==> config.mk <==
export PLATFORM = sky130hd
export DESIGN_NAME = sfp_norm_row_flat
export DESIGN_NICKNAME = d
export VERILOG_FILES = /design/src/rtl/sfp_pkg.sv /design/src/rtl/sfp_norm_row_if.sv /design/src/rtl/sfp_sum_fifo.sv /design/src/rtl/sfp_norm_row.sv /design/src/flat_wrapper.sv
export SDC_FILE = /design/constraint.sdc
export NUM_CORES = 2
export LEC_CHECK = 0
export BUFFER_PORTS_ARGS = -buffer_cell sky130_fd_sc_hd__buf_2
export CAP_MARGIN = 20
export CORE_MARGIN = 2
export CORE_UTILIZATION = 48
export CTS_CLUSTER_SIZE = 14
export DETAILED_ROUTE_END_ITERATION = 16
export GPL_ROUTABILITY_DRIVEN = 0
export PLACE_DENSITY = 0.69
export SLEW_MARGIN = 20
export SYNTH_ARGS = -nofsm -noshare
export SYNTH_HDL_FRONTEND = slang
export SYNTH_SLANG_ARGS = --single-unit
export TNS_END_PERCENT = 50
==> constraint.sdc <==
create_clock -name clk -period 12.95 [get_ports clk]
set_input_delay 2.59 -clock clk [delete_from_list [all_inputs] [get_ports clk]]
set_output_delay 2.59 -clock clk [all_outputs]
set_load 0.01 [all_outputs]
==> src/rtl/sfp_pkg.sv <==
// Shared types and width helpers for the row-normalize block.
package sfp_pkg;

  typedef enum logic [1:0] {
    ST_IDLE = 2'd0,
    ST_DIV  = 2'd1,
    ST_DONE = 2'd2
  } state_e;

  typedef enum logic {
    MODE_ABS  = 1'b0,
    MODE_RELU = 1'b1
  } mode_e;

  // Row sum width: one psum lane widened for COL additions plus a guard bit.
  function automatic int unsigned sum_w(input int unsigned col, input int unsigned bw_psum);
    return bw_psum + $clog2(col) + 1;
  endfunction

endpackage

==> src/rtl/sfp_norm_row_if.sv <==
// Row data, partner-sum exchange, divide handshake and status of sfp_norm_row.
interface sfp_norm_row_if #(
  parameter int unsigned COL     = 8,
  parameter int unsigned BW_PSUM = 20
) ();
  import sfp_pkg::*;

  localparam int unsigned SUM_W = sum_w(COL, BW_PSUM);

  logic                     mode;
  logic                     acc;
  logic [COL*BW_PSUM-1:0]   sfp_in;
  logic [SUM_W-1:0]         sum_in;
  logic [SUM_W-1:0]         sum_out;
  logic                     div_valid;
  logic                     div_ready;
  logic                     out_valid;
  logic [COL*BW_PSUM-1:0]   sfp_out;
  logic                     div_zero;
  logic                     fifo_full;
  logic                     fifo_empty;
  logic                     ovf;

  modport master (
    output mode, acc, sfp_in, sum_in, div_valid,
    input  sum_out, div_ready, out_valid, sfp_out, div_zero, fifo_full, fifo_empty, ovf
  );

  modport slave (
    input  mode, acc, sfp_in, sum_in, div_valid,
    output sum_out, div_ready, out_valid, sfp_out, div_zero, fifo_full, fifo_empty, ovf
  );

endinterface

==> src/rtl/sfp_sum_fifo.sv <==
// Show-ahead FIFO for row sums; a pop frees a slot for a push in the same cycle.
module sfp_sum_fifo #(
  parameter int unsigned WIDTH = 24,
  parameter int unsigned DEPTH = 16
) (
  input  logic             clk,
  input  logic             reset,
  input  logic             push_i,
  input  logic [WIDTH-1:0] din_i,
  input  logic             pop_i,
  output logic [WIDTH-1:0] dout_o,
  output logic             full_o,
  output logic             empty_o
);

  localparam int unsigned AW = $clog2(DEPTH);
  localparam logic [AW:0] FULL_CNT = (AW+1)'(DEPTH);

  logic [WIDTH-1:0] mem_q [DEPTH];
  logic [AW-1:0]    wp_q, rp_q;
  logic [AW:0]      cnt_q;
  logic             do_push, do_pop;

  assign empty_o = (cnt_q == '0);
  assign full_o  = (cnt_q == FULL_CNT);
  assign do_pop  = pop_i && !empty_o;
  assign do_push = push_i && (!full_o || do_pop);
  assign dout_o  = mem_q[rp_q];

  always_ff @(posedge clk) begin
    if (reset) begin
      wp_q  <= '0;
      rp_q  <= '0;
      cnt_q <= '0;
    end else begin
      if (do_push) wp_q <= wp_q + AW'(1);
      if (do_pop)  rp_q <= rp_q + AW'(1);
      if (do_push && !do_pop)      cnt_q <= cnt_q + (AW+1)'(1);
      else if (do_pop && !do_push) cnt_q <= cnt_q - (AW+1)'(1);
    end
  end

  always_ff @(posedge clk) begin
    if (do_push) mem_q[wp_q] <= din_i;
  end

endmodule

==> src/rtl/sfp_norm_row.sv <==
// Row normalizer: lane magnitudes divided by the combined local+partner row sum,
// fixed-point result with FRAC fraction bits, one restoring divider per lane.
module sfp_norm_row
  import sfp_pkg::*;
#(
  parameter int unsigned COL     = 8,
  parameter int unsigned BW_PSUM = 20,
  parameter int unsigned FRAC    = 8,
  parameter int unsigned DEPTH   = 16
) (
  input  logic          clk,
  input  logic          reset,
  sfp_norm_row_if.slave bus
);

  localparam int unsigned SUM_W = sum_w(COL, BW_PSUM);
  localparam int unsigned DW    = SUM_W + 1;
  localparam int unsigned QW    = BW_PSUM + FRAC;
  localparam int unsigned CW    = $clog2(QW);
  localparam logic [CW-1:0] LAST = CW'(QW - 1);

  state_e                 state_q;
  logic [CW-1:0]          cnt_q;
  logic [DW-1:0]          div_q;
  logic                   zero_q;
  logic [DW-1:0]          rem_q [COL];
  logic [QW-1:0]          qd_q  [COL];
  logic [COL*BW_PSUM-1:0] sfp_out_q;
  logic                   out_valid_q, div_zero_q, ovf_q;
  logic [SUM_W-1:0]       sum_out_q;

  logic [BW_PSUM-1:0]     mag [COL];
  logic [SUM_W-1:0]       msum;
  logic [SUM_W-1:0]       loc_head, ext_head;
  logic                   loc_full, loc_empty, ext_full, ext_empty;
  logic                   accept, push;
  logic [DW-1:0]          div_sum;

  logic [DW:0]            rem_sh [COL];
  logic                   ge     [COL];
  logic [DW-1:0]          rem_d  [COL];
  logic [QW-1:0]          qd_d   [COL];
  logic [BW_PSUM-1:0]     sat    [COL];

  // Negating the most negative lane yields 2^(BW_PSUM-1) as an unsigned pattern.
  always_comb begin
    msum = '0;
    for (int unsigned i = 0; i < COL; i++) begin
      if (bus.sfp_in[i*BW_PSUM + BW_PSUM-1])
        mag[i] = (bus.mode == MODE_RELU) ? '0 : BW_PSUM'(-bus.sfp_in[i*BW_PSUM +: BW_PSUM]);
      else
        mag[i] = bus.sfp_in[i*BW_PSUM +: BW_PSUM];
      msum = msum + SUM_W'(mag[i]);
    end
  end

  assign bus.fifo_full  = loc_full | ext_full;
  assign bus.fifo_empty = loc_empty | ext_empty;
  assign bus.div_ready  = (state_q == ST_IDLE) && !bus.fifo_empty;
  assign accept         = bus.div_valid && bus.div_ready;
  assign push           = bus.acc && (!bus.fifo_full || accept);
  assign div_sum        = DW'(loc_head) + DW'(ext_head);

  sfp_sum_fifo #(.WIDTH(SUM_W), .DEPTH(DEPTH)) u_loc_fifo (
    .clk(clk), .reset(reset), .push_i(push), .din_i(msum), .pop_i(accept),
    .dout_o(loc_head), .full_o(loc_full), .empty_o(loc_empty)
  );

  sfp_sum_fifo #(.WIDTH(SUM_W), .DEPTH(DEPTH)) u_ext_fifo (
    .clk(clk), .reset(reset), .push_i(push), .din_i(bus.sum_in), .pop_i(accept),
    .dout_o(ext_head), .full_o(ext_full), .empty_o(ext_empty)
  );

  // One restoring step per lane: dividend bits shift out of qd while quotient bits shift in.
  always_comb begin
    for (int unsigned i = 0; i < COL; i++) begin
      rem_sh[i] = {rem_q[i], qd_q[i][QW-1]};
      ge[i]     = rem_sh[i] >= {1'b0, div_q};
      rem_d[i]  = ge[i] ? DW'(rem_sh[i] - {1'b0, div_q}) : rem_sh[i][DW-1:0];
      qd_d[i]   = {qd_q[i][QW-2:0], ge[i]};
      sat[i]    = (|qd_d[i][QW-1:BW_PSUM]) ? '1 : qd_d[i][BW_PSUM-1:0];
    end
  end

  always_ff @(posedge clk) begin
    if (reset) begin
      state_q     <= ST_IDLE;
      cnt_q       <= '0;
      out_valid_q <= 1'b0;
      div_zero_q  <= 1'b0;
      sfp_out_q   <= '0;
      sum_out_q   <= '0;
      ovf_q       <= 1'b0;
    end else begin
      out_valid_q <= 1'b0;
      if (bus.acc) sum_out_q <= msum;
      if (bus.acc && bus.fifo_full && !accept) ovf_q <= 1'b1;
      case (state_q)
        ST_IDLE: begin
          if (accept) begin
            state_q <= ST_DIV;
            cnt_q   <= '0;
          end
        end
        ST_DIV: begin
          cnt_q <= cnt_q + CW'(1);
          if (cnt_q == LAST) begin
            state_q     <= ST_DONE;
            out_valid_q <= 1'b1;
            div_zero_q  <= zero_q;
            for (int unsigned i = 0; i < COL; i++)
              sfp_out_q[i*BW_PSUM +: BW_PSUM] <= zero_q ? '0 : sat[i];
          end
        end
        ST_DONE: state_q <= ST_IDLE;
        default: state_q <= ST_IDLE;
      endcase
    end
  end

  always_ff @(posedge clk) begin
    if (accept) begin
      div_q  <= div_sum;
      zero_q <= (div_sum == '0);
      for (int unsigned i = 0; i < COL; i++) begin
        rem_q[i] <= '0;
        qd_q[i]  <= {mag[i], {FRAC{1'b0}}};
      end
    end else if (state_q == ST_DIV) begin
      for (int unsigned i = 0; i < COL; i++) begin
        rem_q[i] <= rem_d[i];
        qd_q[i]  <= qd_d[i];
      end
    end
  end

  assign bus.sum_out   = sum_out_q;
  assign bus.out_valid = out_valid_q;
  assign bus.sfp_out   = sfp_out_q;
  assign bus.div_zero  = div_zero_q;
  assign bus.ovf       = ovf_q;

endmodule

==> src/flat_wrapper.sv <==
// flat-port wrapper written by rule: the top's interface ports become plain ports
module sfp_norm_row_flat import sfp_pkg::*;
#(
  parameter int unsigned COL     = 8,
  parameter int unsigned BW_PSUM = 20,
  parameter int unsigned FRAC    = 8,
  parameter int unsigned DEPTH   = 16
)
  (clk, reset, bus_mode, bus_acc, bus_sfp_in, bus_sum_in, bus_div_valid, bus_sum_out, bus_div_ready, bus_out_valid, bus_sfp_out, bus_div_zero, bus_fifo_full, bus_fifo_empty, bus_ovf);
  sfp_norm_row_if #(.COL(COL), .BW_PSUM(BW_PSUM)) bus_i ();
  input  logic clk;
  input  logic reset;
  input wire logic [$bits(bus_i.mode)-1:0] bus_mode;
  input wire logic [$bits(bus_i.acc)-1:0] bus_acc;
  input wire logic [$bits(bus_i.sfp_in)-1:0] bus_sfp_in;
  input wire logic [$bits(bus_i.sum_in)-1:0] bus_sum_in;
  input wire logic [$bits(bus_i.div_valid)-1:0] bus_div_valid;
  output wire logic [$bits(bus_i.sum_out)-1:0] bus_sum_out;
  output wire logic [$bits(bus_i.div_ready)-1:0] bus_div_ready;
  output wire logic [$bits(bus_i.out_valid)-1:0] bus_out_valid;
  output wire logic [$bits(bus_i.sfp_out)-1:0] bus_sfp_out;
  output wire logic [$bits(bus_i.div_zero)-1:0] bus_div_zero;
  output wire logic [$bits(bus_i.fifo_full)-1:0] bus_fifo_full;
  output wire logic [$bits(bus_i.fifo_empty)-1:0] bus_fifo_empty;
  output wire logic [$bits(bus_i.ovf)-1:0] bus_ovf;
  assign bus_i.mode = bus_mode;
  assign bus_i.acc = bus_acc;
  assign bus_i.sfp_in = bus_sfp_in;
  assign bus_i.sum_in = bus_sum_in;
  assign bus_i.div_valid = bus_div_valid;
  assign bus_sum_out = bus_i.sum_out;
  assign bus_div_ready = bus_i.div_ready;
  assign bus_out_valid = bus_i.out_valid;
  assign bus_sfp_out = bus_i.sfp_out;
  assign bus_div_zero = bus_i.div_zero;
  assign bus_fifo_full = bus_i.fifo_full;
  assign bus_fifo_empty = bus_i.fifo_empty;
  assign bus_ovf = bus_i.ovf;
  sfp_norm_row #(.COL(COL), .BW_PSUM(BW_PSUM), .FRAC(FRAC), .DEPTH(DEPTH)) u_core (.clk(clk), .reset(reset), .bus(bus_i));
endmodule
=== Word-level counts from Yosys, hierarchy flattened ===
Memories as Yosys holds them, arrays and structs flattened. A register that Yosys moved wholly into a read port is not among the register bits.
Cells that the tools add are included.

* Register bits: 246
* Bits in latches: 0
* RAM bits: 1192
* Bits in read-only memories: 0
* Input bits: 189
* Output and inout bits: 190
* Logic and storage cells: 210
* Memories: 4

{| class="wikitable"
|+ Memories
! memory !! depth !! bits a word !! rd ports !! clocked after memory_dff !! write ports !! RTL line !! source
|-
| u_core.u_ext_fifo.mem_q || 16 || 24 || 1 || 1 || 1 || sfp_sum_fifo.sv:19 || <nowiki>logic [WIDTH-1:0] mem_q [DEPTH];</nowiki>
|-
| u_core.u_loc_fifo.mem_q || 16 || 24 || 1 || 1 || 1 || sfp_sum_fifo.sv:19 ||
|-
| u_core.qd_q || 8 || 28 || 8 || 0 || 8 || sfp_norm_row.sv:27 || <nowiki>logic [QW-1:0] qd_q [COL];</nowiki>
|-
| u_core.rem_q || 8 || 25 || 8 || 0 || 8 || sfp_norm_row.sv:26 || <nowiki>logic [DW-1:0] rem_q [COL];</nowiki>
|}

* Add/sub/neg operators: 33
* Multipliers: 0
* Divide/modulo/power cells: 0
* Magnitude comparators: 8
* Equal/unequal tests: 6
* Shift-type cells: 0
* Mux-type cells: 79
* Bitwise logic cells: 19
* Reduce and logical (&&, ||, !) cells: 46

{| class="wikitable"
|+ Operators by type and width
! operator !! count
|-
| 20-bit two-way mux || 32
|-
| 25-bit two-way mux || 16
|-
| 28-bit two-way mux || 8
|-
| 26-bit by 25-bit >= comparator with 1-bit output || 8
|-
| 25-bit subtractor || 8
|-
| 20-bit negation || 8
|-
| 24-bit by 20-bit adder with 24-bit output || 6
|-
| 8-bit OR reduction || 8
|-
| 24-bit by 24-bit adder with 25-bit output || 1
|-
| 25-bit logical NOT || 1
|-
| 5-bit two-way mux || 5
|-
| 20-bit by 20-bit adder with 21-bit output || 1
|-
| 1-bit OR || 18
|-
| 4-bit by 1-bit adder with 4-bit output, second input constant || 4
|-
| 4-bit two-way mux || 4
|-
| 5-bit by 1-bit adder with 5-bit output, second input constant || 3
|-
| 5-bit equality test, second input constant || 3
|-
| 1-bit logical AND || 13
|-
| 1-bit logical NOT || 11
|-
| 5-bit logical NOT || 2
|-
| 1-bit two-way mux || 10
|-
| 5-bit one-hot mux with 2 select lines || 1
|-
| 5-bit by 1-bit subtractor with 5-bit output, second input constant || 2
|-
| 2-bit AND reduction || 3
|-
| other kinds (9) || 15
|}

=== Logic depth before layout (Yosys ltp) ===
* Depth after elaboration: 12
* Mapped depth: 38
* Depth with buffers taken out: 34

=== Modules after synthesis ===
Synthesis repeated with hierarchy kept, for this count alone.

* Cells, all modules: 6525
* Area, all modules: 75806.5 µm²

{| class="wikitable"
|+ By module, submodules not included
! module !! times used !! cells each !! area an instance (µm²) !! seq. area each (µm²)
|-
| sfp_norm_row || 1 || 5125 || 45192.1 || 17376.7
|-
| sfp_sum_fifo (u_core.u_ext_fifo) || 1 || 702 || 15308.4 || 11871.4
|-
| sfp_sum_fifo (u_core.u_loc_fifo) || 1 || 698 || 15305.9 || 11871.4
|}

=== Least setup slack after synthesis ===
OpenSTA, ideal clock, no wires.

* Path kind: input to register
* Start: input bus_div_valid
* End: register u_core.cnt_q[0]
* Setup time: 128 ps
* Data arrival time: 13049 ps
* Required time: 12822 ps
* Path slack: -227 ps
* Cell stages on the path: 5
* Buffers on the path: 0
* Path through: and2_1 > inv_1 > nand2_1 > mux2_2 > nor2_1

* Cells in the longest elaborated chain, start to end: 3

{| class="wikitable"
|+ RTL lines
! what !! RTL line !! source
|-
| from (decl) || flat_wrapper.sv:17 || <nowiki>input wire logic [$bits(bus_i.div_valid)-1:0] bus_div_valid;</nowiki>
|-
| 1-bit logical AND || sfp_norm_row.sv:60 || <nowiki>assign accept = bus.div_valid && bus.div_ready;</nowiki>
|-
| 2-bit by 1-bit != test with 1-bit output (no source line) || n/a ||
|-
| 2-bit AND reduction (no source line) || n/a ||
|-
| to (signal assigned) || sfp_norm_row.sv:106 || <nowiki>cnt_q <= cnt_q + CW'(1);</nowiki>
|-
| to (decl) || sfp_norm_row.sv:23 || <nowiki>logic [CW-1:0] cnt_q;</nowiki>
|}

No other way between the ends.
A chain may end at the register's enable or synchronous reset.

=== Worst setup path after layout ===
* Start: input bus_sfp_in[19]
* End: register u_core.sum_out_q[23], in the netlist u_core.bus.sum_out[23]

* Cells in the longest elaborated chain, start to end: 10

{| class="wikitable"
|+ RTL lines
! what !! RTL line !! source
|-
| from (decl) || flat_wrapper.sv:15 || <nowiki>input wire logic [$bits(bus_i.sfp_in)-1:0] bus_sfp_in;</nowiki>
|-
| 20-bit negation || sfp_norm_row.sv:50 || <nowiki>mag[i] = (bus.mode == MODE_RELU) ? '0 : BW_PSUM'(-bus.sfp_in[i*BW_PSUM +: BW_PSUM]);</nowiki>
|-
| 20-bit two-way mux || sfp_norm_row.sv:50 ||
|-
| 20-bit two-way mux * || sfp_norm_row.sv:49 || <nowiki>if (bus.sfp_in[i*BW_PSUM + BW_PSUM-1])</nowiki>
|-
| 20-bit by 20-bit adder with 21-bit output * || sfp_norm_row.sv:53 || <nowiki>msum = msum + SUM_W'(mag[i]);</nowiki>
|-
| 24-bit by 20-bit adder with 24-bit output * (6 in series) || sfp_norm_row.sv:53 ||
|-
| named net u_core.msum[23] || sfp_norm_row.sv:33 || <nowiki>logic [SUM_W-1:0] msum;</nowiki>
|-
| to (signal assigned) || sfp_norm_row.sv:96 || <nowiki>if (bus.acc) sum_out_q <= msum;</nowiki>
|-
| to (decl) || sfp_norm_row.sv:30 || <nowiki>logic [SUM_W-1:0] sum_out_q;</nowiki>
|}

The timed path passes the listed nets; every way through them passes the cells marked *.

==> run metrics <==
initial antenna violation count 67; met3 Resource Use GR 0.0733; Die W 401 um; FFs w/ async S/R, synth 0; hold_buf cts 0; clock slew at reported path FFs 0.06 ns; largest cells by area after synthesis edfxtp_1 (48%), mux4_2 (7.1%), dfxtp_1 (6.0%); post-CTS sizing 0; Die Ht 401 um; Clock Latency Late Sink 0.83 ns; unrepaired setup endpoints after global routing false; met1 Use GR 0.353; reg2reg setup slack 6.47 ns; core area 157000 um2; Ys Warns 0; largest net degree at the start of global routing 220; Clock Power Share 0.159; CTS buffer count 151; final net count 7403; most used cell, CP inv_1; Wirelength per Cell 24.0 um; FF-to-FF End u_core.zero_q$_DFFE_PP_; DP HPWL 147000 um; Lkg Pwr 32.0 nW; Cell variety after synth 90; Util after Layout 0.545; area leader, netlist edfxtp_1; gr usage total 0.264; DRC viols 0; internal power 0.0162 W; Gate Count Post-Synth 6484; Syn-to-layout area delta 12.6%; Syn Std Cell Area 75800 um2; FP Rows 145; via count 54200; layout cell share with drive strength beyond 1 0.155; final-layout fill cell count 13000; FF-to-FF path depth 15; P per Cell Area 328 nW/um2; Max VDD drop 0.455 mV; combinational cell fraction of total power 0.518; drt first pass iters 8; WP data arrival 11.85 ns; CP max-delay cell nor2b_1; H-tree depth 4; syn_area_per_cell 11.7 um2; Non-Filler Instances 9028; Hold Vio Cnt, Final 0; PortBufs 378; placed cells 8717; post-synth top area share 0.483; Crit. End Element flip-flop; CTS tree done; endpoints failing setup 0; Hold Crit Depth 2; Setup Skew 0.0544 ns; switching power share of the total 0.421; Yosys reg bits 1446; Post-Syn Nets 7074; Commonest cells post-synth edfxtp_1 (1218), nor2_1 (938), a21oi_1 (607); HP Start u_core.bus.sfp_out[19]$_SDFFE_PP0P_; slowest stage delay, CP 0.83 ns; drt total wl 216000 um; vias per cell 6.01; Sum Neg Setup Slack 0 ns; part of the power in registers 0.324; most frequent cell after synthesis edfxtp_1; I/O pin cnt 379; sequential-to-total area share from yosys stat 0.543; first-pass GRT wire length 322000 um; Slew @ Worst Pin 1.18 ns; number of global-route vias before repair 51500; GR Overflow Total 0; Sw Pwr 0.0118 W; Sink Count 1446; initial core utilization 0.484; Setup crit start bus_sfp_in[19]; status finished clean; post-route ant nets 0; Fmax 90.1 MHz; met2 GRT Util 0.411; Slew Limit Fails 0; Register Area 41200 um2; number of synthesized flops with an enable pin 1218; Final min period 11.10 ns; Max Fanout on Critical Path 18; hold crit path type reg2reg; top_reg_cell synth edfxtp_1; Clock Tree Buf Depth 3; initial DRC count 5648; relative slew slack 0.210; Clock Tree Root clkbuf_16; period utilization 0.857; Top Usage Layer GRT met2; CP Data Required Time 13.70 ns; CP Launch Type input port; Max Cap Viol 0; # Post-CTS Setup Buffers 0; Hold EP u_core.bus.sfp_out[19]$_SDFFE_PP0P_; Die Area 161000 um2; area of the multi-input gates 32600 um2; Crit Path Class in2reg; total power 0.0280 W
[cell type report]
class                      count  share of cell area
sequential                  1446               0.483
timing repair buffer         486              0.0323
clock buffer                 210              0.0494
multi-input combinational   4451               0.382
inverter                     277              0.0122
antenna                       33            0.000968
tap                         2058              0.0302
clock inverter                67              0.0101
[worst max-delay path, delay by kind of cell]
family	cells	cell delay (ns)
buffers and inverters	6	0.53
adders and majority gates	8	3.33
xor gates and xnor gates	1	0.36
muxes	1	0.17
AOI/OAI and AO/OA	12	3.00
and+or+nand+nor	6	1.85
[power by group through the flow]
stage	Clock [W]	Combinational [W]	Sequential [W]
floorplan	0	0.00980	0.00910
global placement	0	0.0139	0.00908
detailed placement	0	0.0142	0.00911
CTS	0.00449	0.0143	0.00903
global route	0.00466	0.0159	0.00915
finish	0.00444	0.0145	0.00905
[worst max-delay path by stage]
stage          cells after the start  slack, ns                                       end
2_1_floorplan                     37       2.12       u_core.bus.sum_out[22]$_SDFFE_PP0P_
3_3_place_gp                      31       1.44  u_core.u_loc_fifo.mem_q[6][21]$_DFFE_PP_
3_5_place_dp                      33       1.23       u_core.bus.sum_out[22]$_SDFFE_PP0P_
4_1_cts                           33       1.98       u_core.bus.sum_out[22]$_SDFFE_PP0P_
5_1_grt                           34       1.28       u_core.bus.sum_out[23]$_SDFFE_PP0P_
6_report                          34       1.85       u_core.bus.sum_out[23]$_SDFFE_PP0P_
[stage by stage]
step | area, um2 | setup slack [ns] | hold slack [ns]
2_1_floorplan | 75800 | 2.12 | 0.448
3_3_place_gp | 80100 | 1.44 | 0.445
3_5_place_dp | 80100 | 1.23 | 0.460
4_1_cts | 85200 | 1.98 | 0.469
5_1_grt | 85300 | 1.28 | 0.481
6_report | 85300 | 1.85 | 0.479
[sequential cells by signal, indices dropped and copies added, names as in the netlist, 4 cells and up, named ones only]
register,cells
u_core.u_ext_fifo.mem_q,384
u_core.u_loc_fifo.mem_q,384
u_core.qd_q,224
u_core.rem_q,200
u_core.bus.sfp_out,160
u_core.div_q,25
u_core.bus.sum_out,24
u_core.cnt_q,5
u_core.u_ext_fifo.cnt_q,5
u_core.u_loc_fifo.cnt_q,5
u_core.u_ext_fifo.rp_q,4
u_core.u_ext_fifo.wp_q,4
u_core.u_loc_fifo.rp_q,4
u_core.u_loc_fifo.wp_q,4
[cells in the final DEF (no fill, tap or decap), types with 105 or more instances in the layout]
master,count
a21oi_1,607
buf_2,376
buf_4,105
clkbuf_16,154
dfxtp_1,222
edfxtp_1,1218
fa_1,110
ha_1,291
inv_1,276
mux2i_1,139
mux4_2,240
nand2_1,402
nor2_1,914
nor3_1,278
o21ai_0,225
xnor2_1,153
[kinds of logic (layout without fill, tap and decap cells)]
logic type / after synthesis / count (layout) / share of synthesized area
flip-flops: 1446 / 1446 / 0.543
XOR/XNOR: 244 / 244 / 0.0283
buffers and inverters: 587 / 1040 / 0.0292
adder cells (fa/ha/maj): 406 / 406 / 0.0778
multiplexers: 398 / 398 / 0.0925
AO/OA/AOI/OAI: 1258 / 1258 / 0.100
AND/OR/NAND/NOR: 2145 / 2145 / 0.129
other: 0 / 33 / 0
[routing by layer]
| metal | share of wire | up-vias | wire length (um) |
|---|---|---|---|
| met3 | 0.10 | 455 | 22600 |
| met4 | 0.036 | 40 | 7870 |
| met1 | 0.40 | 26700 | 86500 |
| met2 | 0.46 | 2404 | 99200 |
| met5 | 0.0011 | - | 242 |
| li1 | - | 24700 | - |
No activity file was read; power rests on OpenSTA's default activity.
